===== config.mk =====
export PLATFORM = sky130hd
export DESIGN_NAME = hs_arb_run_flat
export DESIGN_NICKNAME = d
export VERILOG_FILES = /design/src/rtl/hs_pkg.sv /design/src/rtl/hs_arb_run_if.sv /design/src/rtl/rr_pick.sv /design/src/rtl/hs_arb_run.sv /design/src/flat_wrapper.sv
export SDC_FILE = /design/constraint.sdc
export NUM_CORES = 1
export LEC_CHECK = 0
export BUFFER_PORTS_ARGS = -buffer_cell sky130_fd_sc_hd__buf_2
export CORE_UTILIZATION = 30
export DETAILED_ROUTE_END_ITERATION = 6
export SKIP_LAST_GASP = 1
export SLEW_MARGIN = 15
export SYNTH_ARGS = -nofsm -noshare
export SYNTH_HDL_FRONTEND = slang
export SYNTH_SLANG_ARGS = --single-unit

===== constraint.sdc =====
create_clock -name i_clk -period 8.9 [get_ports i_clk]
set_input_delay 0.89 -clock i_clk [delete_from_list [all_inputs] [get_ports i_clk]]
set_output_delay 0.89 -clock i_clk [all_outputs]
set_load 0.01 [all_outputs]

===== src/rtl/hs_pkg.sv =====
// Shared definitions for the handshake arbiter: FSM state encoding,
// the requester ceiling and a small modular-increment helper.
package hs_pkg;

  typedef enum logic [1:0] {
    S_IDLE = 2'd0,
    S_REQ  = 2'd1,
    S_ACK  = 2'd2
  } hs_state_t;

  localparam int HS_MAX_REQ = 8;

  // Returns (a + b) mod n as a 3-bit requester index; a is always below n.
  function automatic logic [2:0] hs_mod_add(input logic [2:0] a, input int b, input int n);
    int t;
    t = (int'(a) + b) % n;
    return 3'(t);
  endfunction

endpackage


===== src/rtl/hs_arb_run_if.sv =====
// Bundle of the upstream requester handshakes, the shared downstream
// handshake and the arbiter status outputs.
interface hs_arb_run_if #(
  parameter int N  = 4,
  parameter int DW = 32
);
  logic [N-1:0]    req;
  logic [N-1:0]    ack;
  logic [N*DW-1:0] data_in;
  logic            m_req;
  logic            m_ack;
  logic [DW-1:0]   m_data;
  logic [2:0]      grant_id;
  logic            busy;
  logic [31:0]     txn_count;

  // Environment side: requesters and the downstream engine.
  modport master (
    output req, data_in, m_ack,
    input  ack, m_req, m_data, grant_id, busy, txn_count
  );

  // Arbiter side.
  modport slave (
    input  req, data_in, m_ack,
    output ack, m_req, m_data, grant_id, busy, txn_count
  );
endinterface


===== src/rtl/rr_pick.sv =====
// Combinational round-robin picker: rotate the request vector so the
// pointer sits at bit 0, priority-encode the lowest set bit, then rotate
// the index back into requester numbering.
module rr_pick
  import hs_pkg::*;
#(
  parameter int N = 4
) (
  input  logic [N-1:0] i_req,
  input  logic [2:0]   i_ptr,
  output logic         o_valid,
  output logic [2:0]   o_idx
);

  logic [HS_MAX_REQ-1:0] w_reqPad;
  logic [N-1:0]          w_rot;
  logic [2:0]            w_enc;
  logic                  w_any;

  assign w_reqPad = HS_MAX_REQ'(i_req);

  // Rotate so that requester i_ptr lands in position 0.
  always_comb begin
    w_rot = '0;
    for (int j = 0; j < N; j++) begin
      w_rot[j] = w_reqPad[hs_mod_add(i_ptr, j, N)];
    end
  end

  // Lowest set bit of the rotated vector wins.
  always_comb begin
    w_any = 1'b0;
    w_enc = '0;
    for (int j = N - 1; j >= 0; j--) begin
      if (w_rot[j]) begin
        w_any = 1'b1;
        w_enc = 3'(j);
      end
    end
  end

  assign o_valid = w_any;
  assign o_idx   = hs_mod_add(i_ptr, int'(w_enc), N);

endmodule


===== src/rtl/hs_arb_run.sv =====
// Round-robin arbiter sharing one four-phase downstream handshake among
// N four-phase requesters; the winner's word is forwarded downstream and
// the downstream acknowledge is reflected back as the winner's ack.
module hs_arb_run
  import hs_pkg::*;
#(
  parameter int N  = 4,
  parameter int DW = 32
) (
  input logic          i_clk,
  input logic          i_rst,
  hs_arb_run_if.slave  io_bus
);

  hs_state_t             r_state;
  logic [2:0]            r_ptr;
  logic [2:0]            r_grantId;
  logic                  r_mReq;
  logic [N-1:0]          r_ack;
  logic                  r_busy;
  logic [31:0]           r_txnCount;

  logic                  w_pickValid;
  logic [2:0]            w_pickIdx;
  logic [HS_MAX_REQ-1:0] w_reqPad;
  logic [N-1:0]          w_grantOneHot;
  logic                  w_done;
  logic [DW-1:0]         w_mData;

  rr_pick #(.N(N)) u_pick (
    .i_req   (io_bus.req),
    .i_ptr   (r_ptr),
    .o_valid (w_pickValid),
    .o_idx   (w_pickIdx)
  );

  assign w_reqPad = HS_MAX_REQ'(io_bus.req);
  assign w_done   = (r_state == S_ACK) && !w_reqPad[r_grantId] && !io_bus.m_ack;

  // One-hot of the latched winner, used to load the ack register.
  always_comb begin
    w_grantOneHot = '0;
    for (int i = 0; i < N; i++) begin
      w_grantOneHot[i] = (r_grantId == 3'(i));
    end
  end

  // Arbitration FSM; m_req/ack/busy are registered alongside the state.
  always_ff @(posedge i_clk) begin
    if (i_rst) begin
      r_state   <= S_IDLE;
      r_ptr     <= '0;
      r_grantId <= '0;
      r_mReq    <= 1'b0;
      r_ack     <= '0;
      r_busy    <= 1'b0;
    end else begin
      case (r_state)
        S_IDLE: begin
          if (w_pickValid) begin
            r_state   <= S_REQ;
            r_grantId <= w_pickIdx;
            r_mReq    <= 1'b1;
            r_busy    <= 1'b1;
          end
        end
        S_REQ: begin
          if (io_bus.m_ack) begin
            r_state <= S_ACK;
            r_mReq  <= 1'b0;
            r_ack   <= w_grantOneHot;
          end
        end
        S_ACK: begin
          if (w_done) begin
            r_state <= S_IDLE;
            r_ack   <= '0;
            r_busy  <= 1'b0;
            r_ptr   <= hs_mod_add(r_grantId, 1, N);
          end
        end
        default: begin
          r_state <= S_IDLE;
          r_mReq  <= 1'b0;
          r_ack   <= '0;
          r_busy  <= 1'b0;
        end
      endcase
    end
  end

  // Completed-transaction counter; rewritten every cycle and wraps freely.
  always_ff @(posedge i_clk) begin
    if (i_rst) begin
      r_txnCount <= '0;
    end else begin
      r_txnCount <= r_txnCount + {31'b0, w_done};
    end
  end

  // Forward the winner's word only while the downstream request is up.
  always_comb begin
    w_mData = '0;
    for (int i = 0; i < N; i++) begin
      if ((r_state == S_REQ) && (r_grantId == 3'(i))) begin
        w_mData = io_bus.data_in[i*DW +: DW];
      end
    end
  end

  assign io_bus.m_req     = r_mReq;
  assign io_bus.ack       = r_ack;
  assign io_bus.busy      = r_busy;
  assign io_bus.grant_id  = r_grantId;
  assign io_bus.m_data    = w_mData;
  assign io_bus.txn_count = r_txnCount;

endmodule


===== src/flat_wrapper.sv =====
// flat-port wrapper written by rule: the top's interface ports become plain ports
module hs_arb_run_flat import hs_pkg::*;
#(
  parameter int N  = 4,
  parameter int DW = 32
)
  (i_clk, i_rst, io_bus_req, io_bus_data_in, io_bus_m_ack, io_bus_ack, io_bus_m_req, io_bus_m_data, io_bus_grant_id, io_bus_busy, io_bus_txn_count);
  hs_arb_run_if #(.N(N), .DW(DW)) io_bus_i ();
  input logic i_clk;
  input logic i_rst;
  input wire logic [$bits(io_bus_i.req)-1:0] io_bus_req;
  input wire logic [$bits(io_bus_i.data_in)-1:0] io_bus_data_in;
  input wire logic [$bits(io_bus_i.m_ack)-1:0] io_bus_m_ack;
  output wire logic [$bits(io_bus_i.ack)-1:0] io_bus_ack;
  output wire logic [$bits(io_bus_i.m_req)-1:0] io_bus_m_req;
  output wire logic [$bits(io_bus_i.m_data)-1:0] io_bus_m_data;
  output wire logic [$bits(io_bus_i.grant_id)-1:0] io_bus_grant_id;
  output wire logic [$bits(io_bus_i.busy)-1:0] io_bus_busy;
  output wire logic [$bits(io_bus_i.txn_count)-1:0] io_bus_txn_count;
  assign io_bus_i.req = io_bus_req;
  assign io_bus_i.data_in = io_bus_data_in;
  assign io_bus_i.m_ack = io_bus_m_ack;
  assign io_bus_ack = io_bus_i.ack;
  assign io_bus_m_req = io_bus_i.m_req;
  assign io_bus_m_data = io_bus_i.m_data;
  assign io_bus_grant_id = io_bus_i.grant_id;
  assign io_bus_busy = io_bus_i.busy;
  assign io_bus_txn_count = io_bus_i.txn_count;
  hs_arb_run #(.N(N), .DW(DW)) u_core (.i_clk(i_clk), .i_rst(i_rst), .io_bus(io_bus_i));
endmodule

# Word-level counts from Yosys, hierarchy flattened
# Index checks and enable logic that the tools add are counted.
# totals
regBits	45
# classes
addsub	6
n_reduce_logical	20
mux	34
bitwise_logic	7
n_eq_ne	8
magnitude_cmp	5
# ops
operator	n
$mux 32	4
$add 32x1->32	1
$lt 3x4->1 const B	4
$mux 2	7
$bmux 1 s3	4
$mux 1	12
$pmux 4 s3	1
$reduce_and 3->1	4
$mux 4	2
$reduce_or 2->1	4
$eq 3x2->1 const B	2
$logic_and 1x1->1	6
$pmux 1 s3	2
$pmux 2 s3	1
$add 2x1->2 const B	2
$add 2x2->2 const B	2
$and 1x1->1 const A	4
$lt 2x4->1 const B	1
$ne 2x2->1 const B	2
$reduce_and 2->1	2
$eq 3x1->1 const B	1
$logic_not 3->1	1
$not 1->1	3
$add 2x2->2	1
other kinds (6)	7

# Depth between registers and ports, before layout
# Gate-level depths: netlist (run 1).
# depth
word_depth	12
depth_mapped	11
mapped_depth_nobuf	9

# Modules after synthesis
# Synthesis (run 1) repeated with hierarchy kept, for this count alone.
# unflattened
hier_cells	441
hier_area_um2	3209.3
# by_module_without_submodules
mod	seq_area_each_um2	n_inst	cells_per_inst	area_each_um2
hs_arb_run	900.9	1	414	3031.7
rr_pick	0.0	1	27	177.7

# Worst setup path after synthesis (run 1)
# OpenSTA, ideal clock, no wires.
# synth_path
kind	input-to-reg
start	in io_bus_req[0]
end	reg u_core.r_txnCount[23] (netlist: u_core.io_bus.txn_count[23])
slack_ns	5.378
arrival_ns	3.452
required_time_ns	8.829
cell_stages	10
setup_ns	0.071
cell_sequence	clkbuf_1 > mux4_2 > or2_2 > inv_1 > ha_1 > nand4_1 > or4_1 > clkbuf_1 > or3_1 > a21oi_1
# synth_between
elab_chain_len	6
# synth_lines
element	line_no	text
start: declaration	flat_wrapper.sv:11	input wire logic [$bits(io_bus_i.req)-1:0] io_bus_req;
$bmux 1 s3	hs_arb_run.sv:38	assign w_done = (r_state == S_ACK) && !w_reqPad[r_grantId] && !io_bus.m_ack;
$mux 1 (not written as such)	hs_arb_run.sv:38	
$logic_not 1->1	hs_arb_run.sv:38	
$logic_and 1x1->1 (2 in a row)	hs_arb_run.sv:38	
$add 32x1->32	hs_arb_run.sv:97	r_txnCount <= r_txnCount + {31'b0, w_done};
end signal: assignment	hs_arb_run.sv:97	
end: declaration	hs_arb_run.sv:21	logic [31:0] r_txnCount;
# Every way passes these cells. The select of a mux whose other input is x is not followed.
# A chain may end at the register's enable or synchronous reset.

# Final worst setup path (run 1)
# layout_path
start	reg u_core.r_grantId[0] (netlist: u_core.io_bus.grant_id[0])
end	out io_bus_m_data[18]
# layout_between
elab_chain_len	6
# layout_lines
element	line_no	text
start: declaration	hs_arb_run.sv:17	logic [2:0] r_grantId;
start signal: assignment	hs_arb_run.sv:62	r_grantId <= w_pickIdx;
$logic_not 3->1	hs_arb_run.sv:105	if ((r_state == S_REQ) && (r_grantId == 3'(i))) begin
$logic_and 1x1->1	hs_arb_run.sv:105	
$mux 32 (3 in a row)	hs_arb_run.sv:105	
$mux 32 *	hs_arb_run.sv:105	
end: declaration	flat_wrapper.sv:16	output wire logic [$bits(io_bus_i.m_data)-1:0] io_bus_m_data;
# Mark *: on every way between the ends. The rest lies on a longest branch, timed or not.

==> results of run 1 <==
## power breakdown
part / switching, W / internal [W] / total [W]
combinational: 0.0000710 / 0.0000685 / 0.000140
clock: 0.0000689 / 0.0000991 / 0.000168
sequential: 0.00000662 / 0.000200 / 0.000207
## area by class of cell
class                      instances  area [um^2]
tap                              133          166
clock buffer                       7         96.3
sequential                        44          881
timing repair buffer             207         1040
antenna                            1         2.50
multi-input combinational        317         1990
fill                            1033         5630
inverter                           9         33.8
clock inverter                     1         30.0
## cell families after synthesis
group	after synthesis	share of synthesized area [%]
other	1	0.122
multiplexers	3	1.79
AND/OR/NAND/NOR	140	24.0
adder cells (fa/ha/maj)	6	2.44
buffers and inverters	45	7.24
flip-flops	44	28.6
AO/OA/AOI/OAI	155	32.4
XOR/XNOR	12	3.41
## worst max-delay path: cells and delay by family, from the launching register on
kind | cells | cell delay (ps)
compound gates | 3 | 660
fa+ha+maj | 1 | 290
buf+inv | 1 | 190
flops | 1 | 480
simple gates | 1 | 960
## stage by stage
step           total power (W)  utilization [%]  instances
2_1_floorplan         0.000283                -        406
3_3_place_gp          0.000349             41.7        710
3_5_place_dp          0.000351             41.7        710
4_1_cts               0.000518             42.9        718
5_1_grt               0.000539             43.0        719
6_report              0.000515             43.0        719
## cells in the final DEF, fill, tap and decap left out, drive strengths merged, types with 2 or more instances in the layout
| cell type | n |
|---|---|
| nand3b | 2 |
| xor2 | 8 |
| and2 | 3 |
| buf | 207 |
| o21ai | 78 |
| o31ai | 6 |
| nand3 | 10 |
| nor3 | 3 |
| a221o | 32 |
| ha | 6 |
| a22o | 4 |
| or3 | 15 |
| clkbuf | 7 |
| nand2 | 47 |
| o311ai | 2 |
| and3b | 4 |
| nand4 | 9 |
| nand2b | 2 |
| xnor2 | 4 |
| and4 | 2 |
| or2 | 3 |
| o21bai | 2 |
| dfxtp | 44 |
| or4 | 9 |
| mux4 | 2 |
| nor2 | 23 |
| a21oi | 25 |
| nor2b | 2 |
| inv | 9 |
## final timing paths
check	to	slack, ps	cells after the start
setup / recovery	io_bus_m_data[18]	5130	6
hold / removal	u_core.io_bus.ack[3]$_SDFFE_PP0P_	480	1
setup reg to reg	u_core.io_bus.txn_count[25]$_SDFF_PP0_	5400	8
hold reg to reg	u_core.io_bus.ack[3]$_SDFFE_PP0P_	480	1
## layer usage
metal | GRT usage [%] | up-vias | wire (um)
met1 | 21.8 | 1698 | 4610
met5 | 0 | - | 0
met4 | 8.13 | 0 | 258
met2 | 32.8 | 137 | 5200
li1 | - | 1874 | -
met3 | 3.09 | 17 | 745
## cells in the mapped netlist, types with 6 or more instances
cell type	instances
nand3_1	10
a221o_1	32
o21ai_0	78
xor2_1	8
or4_1	9
nand4_1	8
nand2_1	47
o31ai_1	6
a21oi_1	25
nor2_1	23
clkbuf_1	28
ha_1	6
dfxtp_1	44
or3_1	13
inv_1	9
## registers in the layout (all words and copies together) (netlist names)
| signal | count |
|---|---|
| u_core.io_bus.grant_id | 2 |
| u_core.io_bus.busy | 1 |
| u_core.io_bus.m_req | 1 |
| u_core.r_ptr | 2 |
| u_core.r_state | 2 |
| u_core.io_bus.ack | 4 |
| u_core.io_bus.txn_count | 32 |
==> metrics.md, run 1 <==
| Metric | Value |
|---|---|
| Status | finished, final reports clean |
| Maxcap violations | 0 |
| Post-DR vias/cell | 5.18 |
| Post-DRT Antenna Nets | 0 |
| Clock buffer depth | 2 |
| Setup bufs post-CTS | 0 |
| First-pass GRT wire length | 15500 um |
| Cell Rows | 36 |
| Seq/Total Area, Yosys | 28.6% |
| CTS tree | built |
| First-pass iteration count of the detailed router | 4 |
| Fmax | 265 MHz |
| Drt drc | 0 |
| Highest net fanout along the worst path | 32 |
| Wire per inst | 15.0 um |
| Yosys cell types | 51 |
| Final Setup Violations | 0 |
| Nets@finish | 725 |
| Largest net degree at the start of global routing | 65 |
| Die width | 103 um |
| Pleak | 1.91 nW |
| RD Place Congestion | 0.809 |
| Share of cells above drive strength 1 | 39.5% |
| Worst setup EP type | output port |
| Final instance area | 4240 um^2 |
| Post-CTS Hold Buffers | 0 |
| PortBufs | 206 |
| GRT Util Overall | 18.4% |
| Slew Viols, Final | 0 |
| Initial Util | 31.2% |
| Top cell type's share of synthesized area | 28.6% |
| Worst slew pin tran | 1170 ps |
| CP max stage cell | and3b_1 |
| 1st-iter DRT viols | 105 |
| Clk slew on worst S/H paths | 80 ps |
| Crit. Startpoint | u_core.io_bus.grant_id[0]$_SDFFE_PP0P_ |
| Clk_lat worst skew | 300 ps |
| Total die area | 10700 um^2 |
| Max-slew headroom | 22.0% |
| Clock root cell | clkbuf_8 |
| Synthesized net count | 547 |
| H-tree depth | 2 |
| Worst EP arrival | 2880 ps |
| Flops & latches, synth | 44 |
| Fraction of registers with async set/reset | 0% |
| Die Y | 103 um |
| Final worst slack | 5130 ps |
| Initial antenna violation count | 1 |
| Layout area overhead | 37.7% |
| Post-cts resize count | 0 |
| Final min period | 3770 ps |
| Prevailing post-synth register cell | dfxtp_1 |
| Num CTS Buffers | 5 |
| DP Worst Slack | 4980 ps |
| Instance count of the mapped netlist | 406 |
| Setup Skew | 10.9 ps |
| Pwr dens | 121 nW/um^2 |
| Grt total ovfl | 0 |
| Final Hold Violating Endpoints | 0 |
| Top post-synthesis cells by area | dfxtp_1, o21ai_0, a221o_1 |
| Cell Area, Placed | 4110 um^2 |
| HPWL Detailed | 8260 um |
| Vias in the first global route | 3243 |
| Crit path top cell by count | o21ai_0 |
| RR Startpoint | u_core.r_state[1]$_SDFFE_PP0P_ |
| Setup_tns | 0 ps |
| HP Class | reg2reg |
| Synth Cell Area | 3080 um^2 |
| Synth warnings | 0 |
| Unrepaired setup endpoints after global routing | no |
| Crit-path cells | ha_1, and3b_1, a221o_1, o21ai_0, o21ai_0, buf_2 |
| Avg Inst Size Synth | 7.58 um^2 |
| WHS | 480 ps |
| Final worst-path cycle share | 42.4% |
| Core area | 9860 um^2 |
| I/O pin cnt | 208 |
| VDD IR max | 0.000125 V |
| Critical path's largest stage delay | 960 ps |
| WL final | 10800 um |
| Number of synthesized flops with an enable pin | 0 |
| CP Class | reg2out |
| Clk sinks | 44 |
| Vias post-DR | 3726 |
| WP data required | 8010 ps |
| Largest area contributor in the netlist | dfxtp_1 |
| Hold_sp | u_core.io_bus.ack[3]$_SDFFE_PP0P_ |
| Worst Setup Start Kind | register |
No activity file was read; power rests on OpenSTA's default activity.
==> inputs of run 2 (changes only) <==
==> constraint.sdc (replaced) <==
create_clock -name i_clk -period 4 [get_ports i_clk]
set_input_delay 0.4 -clock i_clk [delete_from_list [all_inputs] [get_ports i_clk]]
set_output_delay 0.4 -clock i_clk [all_outputs]
set_load 0.01 [all_outputs]
==> run 2 against run 1 <==
Sequential power up 120%. Total power up 120%. Critical path depth up 2. Via count up 0.19%. Clock power up 100%. Sequential share of layout area about the same. Clock skew down 0.65 ps. Worst hold slack worse by 1.1 ps. Die area unchanged. Register-to-register slack worse by 4800 ps. Sequential cell count unchanged. Critical path type is now reg2reg.
==> metrics.md, run 2 (same netlist as run 1, synthesis figures left out) <==
| Metric | Value |
|---|---|
| Final Setup Violations | 0 (unchanged) |
| Final min period | 3410 ps |
| Total die area | 10700 um^2 (unchanged) |
| Vias in the first global route | 3169 (was 3243) |
| Setup bufs post-CTS | 0 (unchanged) |
| Layout area overhead | 37.8% (was 37.7%) |
| First-pass GRT wire length | 15400 um (was 15500 um) |
| RD Place Congestion | 0.823 (was 0.809) |
| Slew Viols, Final | 0 (unchanged) |
| Worst Setup Start Kind | register (unchanged) |
| CTS tree | built (unchanged) |
| Initial Util | 31.2% (unchanged) |
| Status | finished, final reports clean (unchanged) |
| Cell Rows | 36 (unchanged) |
| Clock root cell | clkbuf_8 (unchanged) |
| Share of cells above drive strength 1 | 39.6% (was 39.5%) |
| H-tree depth | 2 (unchanged) |
| Multi-input gate area | 1990 um^2 (unchanged) |
| WL final | 11000 um (was 10800 um) |
| Cell Area, Placed | 4130 um^2 (was 4110 um^2) |
| Setup Skew | 10.2 ps (was 10.9 ps) |
| GRT Util Overall | 18.4% (about the same) |
| Nets@finish | 728 (was 725) |
| Vias post-DR | 3733 (was 3726) |
| Clock buffer depth | 2 (unchanged) |
| Highest net fanout along the worst path | 15 (was 32) |
| Filler cell count | 1029 (was 1033) |
| Grt total ovfl | 0 (unchanged) |
| HPWL Detailed | 8430 um (was 8260 um) |
| Final worst-path cycle share | 85.2% |
| Maxcap violations | 0 (unchanged) |
| Worst setup EP type | register (was output port) |
| Pleak | 1.92 nW (was 1.91 nW) |
| Worst hold path stage count | 1 (unchanged) |
| WP data required | 4230 ps (was 8010 ps) |
| Worst EP arrival | 3640 ps (was 2880 ps) |
| Final Hold Violating Endpoints | 0 (unchanged) |
| Largest net degree at the start of global routing | 65 (unchanged) |
| Initial antenna violation count | 1 (unchanged) |
| 1st-iter DRT viols | 127 (was 105) |
| Post-DRT Antenna Nets | 0 (unchanged) |
| Unrepaired setup endpoints after global routing | no (unchanged) |
| Clk slew on worst S/H paths | 90 ps (was 80 ps) |
| Drt drc | 0 (unchanged) |
| Final instance area | 4240 um^2 (about the same) |
| Setup_tns | 0 ps (unchanged) |
| First-pass iteration count of the detailed router | 4 (unchanged) |
| Most common cell after layout, fill and taps aside | buf_2 (unchanged) |
| Most frequent cells in the layout | buf_2, o21ai_0, nand2_1 (unchanged) |
| Num CTS Buffers | 5 (unchanged) |
| R2R depth | 8 (unchanged) |
| Post-DR vias/cell | 5.17 (was 5.18) |
| Clk sinks | 44 (unchanged) |
| Core area | 9860 um^2 (unchanged) |
| CP Class | reg2reg (was reg2out) |
| Clk_lat worst skew | 300 ps (about the same) |
| I/O pin cnt | 208 (unchanged) |
| Largest register FFs | 32 (unchanged) |
| Wire per inst | 15.2 um (was 15.0 um) |
| Fmax | 293 MHz |
| Post-cts resize count | 0 (unchanged) |
| PortBufs | 206 (unchanged) |
| Die Y | 103 um (unchanged) |
| Register area | 881 um^2 (unchanged) |
| Worst slew pin tran | 1050 ps (was 1170 ps) |
| Die width | 103 um (unchanged) |
| Pwr dens | 262 nW/um^2 (was 121 nW/um^2) |
| Post-CTS Hold Buffers | 0 (unchanged) |
| HP Class | reg2reg (unchanged) |
| VDD IR max | 0.000256 V (was 0.000125 V) |
| Max-slew headroom | 29.5% (was 22.0%) |
[run 2: changes by cell type in the layout (fill, tap and decap cells not counted)]
cell / delta
buf_4: +3
clkbuf_8: -2
clkbuf_1: +1
clkinv_2: +1
[run 2: power by group]
part / switching [W] / internal (W) / leakage (nW)
clock network: 0.000153 / 0.000186 / 0.0552
logic: 0.000160 / 0.000153 / 1.51
registers: 0.0000141 / 0.000446 / 0.356
total: 0.000327 / 0.000785 / 1.92
[run 2: final cells by class]
type | instances | area share (%)
timing repair buffer | 210 | 25.0
tap | 133 | 3.92
clock buffer | 6 | 1.71
sequential | 44 | 20.8
clock inverter | 2 | 0.826
antenna | 1 | 0.0590
inverter | 9 | 0.796
multi-input combinational | 317 | 46.9
[run 2: critical path, cell delays in order, from the launching register on]
cell and delay (ps):
dfxtp_1 590, or3b_2 520, or2_2 340, inv_1 100, ha_1 200, nand4_1 170
or4_1 770, or4b_1 530, a21oi_1 140
[run 2: metal layers]
layer,global-route usage [%],wire [um]
met1,22.4,4790
met2,32.6,5260
met3,2.89,675
met4,7.04,227
met5,0,0
[run 2: through the flow]
step / util [%] / std cells / total power (W) / hold WS, ps / setup slack, ps
after floorplan: - / 406 / 0.000630 / 487 / 968
final: 43.0 / 722 / 0.00111 / 479 / 591
after global placement: 41.9 / 713 / 0.000779 / 459 / 665
after detailed placement: 41.9 / 713 / 0.000783 / 460 / 585
after global routing: 43.0 / 722 / 0.00116 / 497 / 375
after CTS: 43.0 / 721 / 0.00112 / 482 / 576
[run 2: path summary, 6_finish.rpt]
check / startpoint / to / slack, ps
hold reg to reg: u_core.io_bus.ack[3]$_SDFFE_PP0P_ / u_core.io_bus.ack[3]$_SDFFE_PP0P_ / 480
setup / recovery: u_core.r_state[1]$_SDFFE_PP0P_ / u_core.io_bus.txn_count[19]$_SDFF_PP0_ / 590
hold / removal: u_core.io_bus.ack[3]$_SDFFE_PP0P_ / u_core.io_bus.ack[3]$_SDFFE_PP0P_ / 480
setup reg to reg: u_core.r_state[1]$_SDFFE_PP0P_ / u_core.io_bus.txn_count[19]$_SDFF_PP0_ / 590
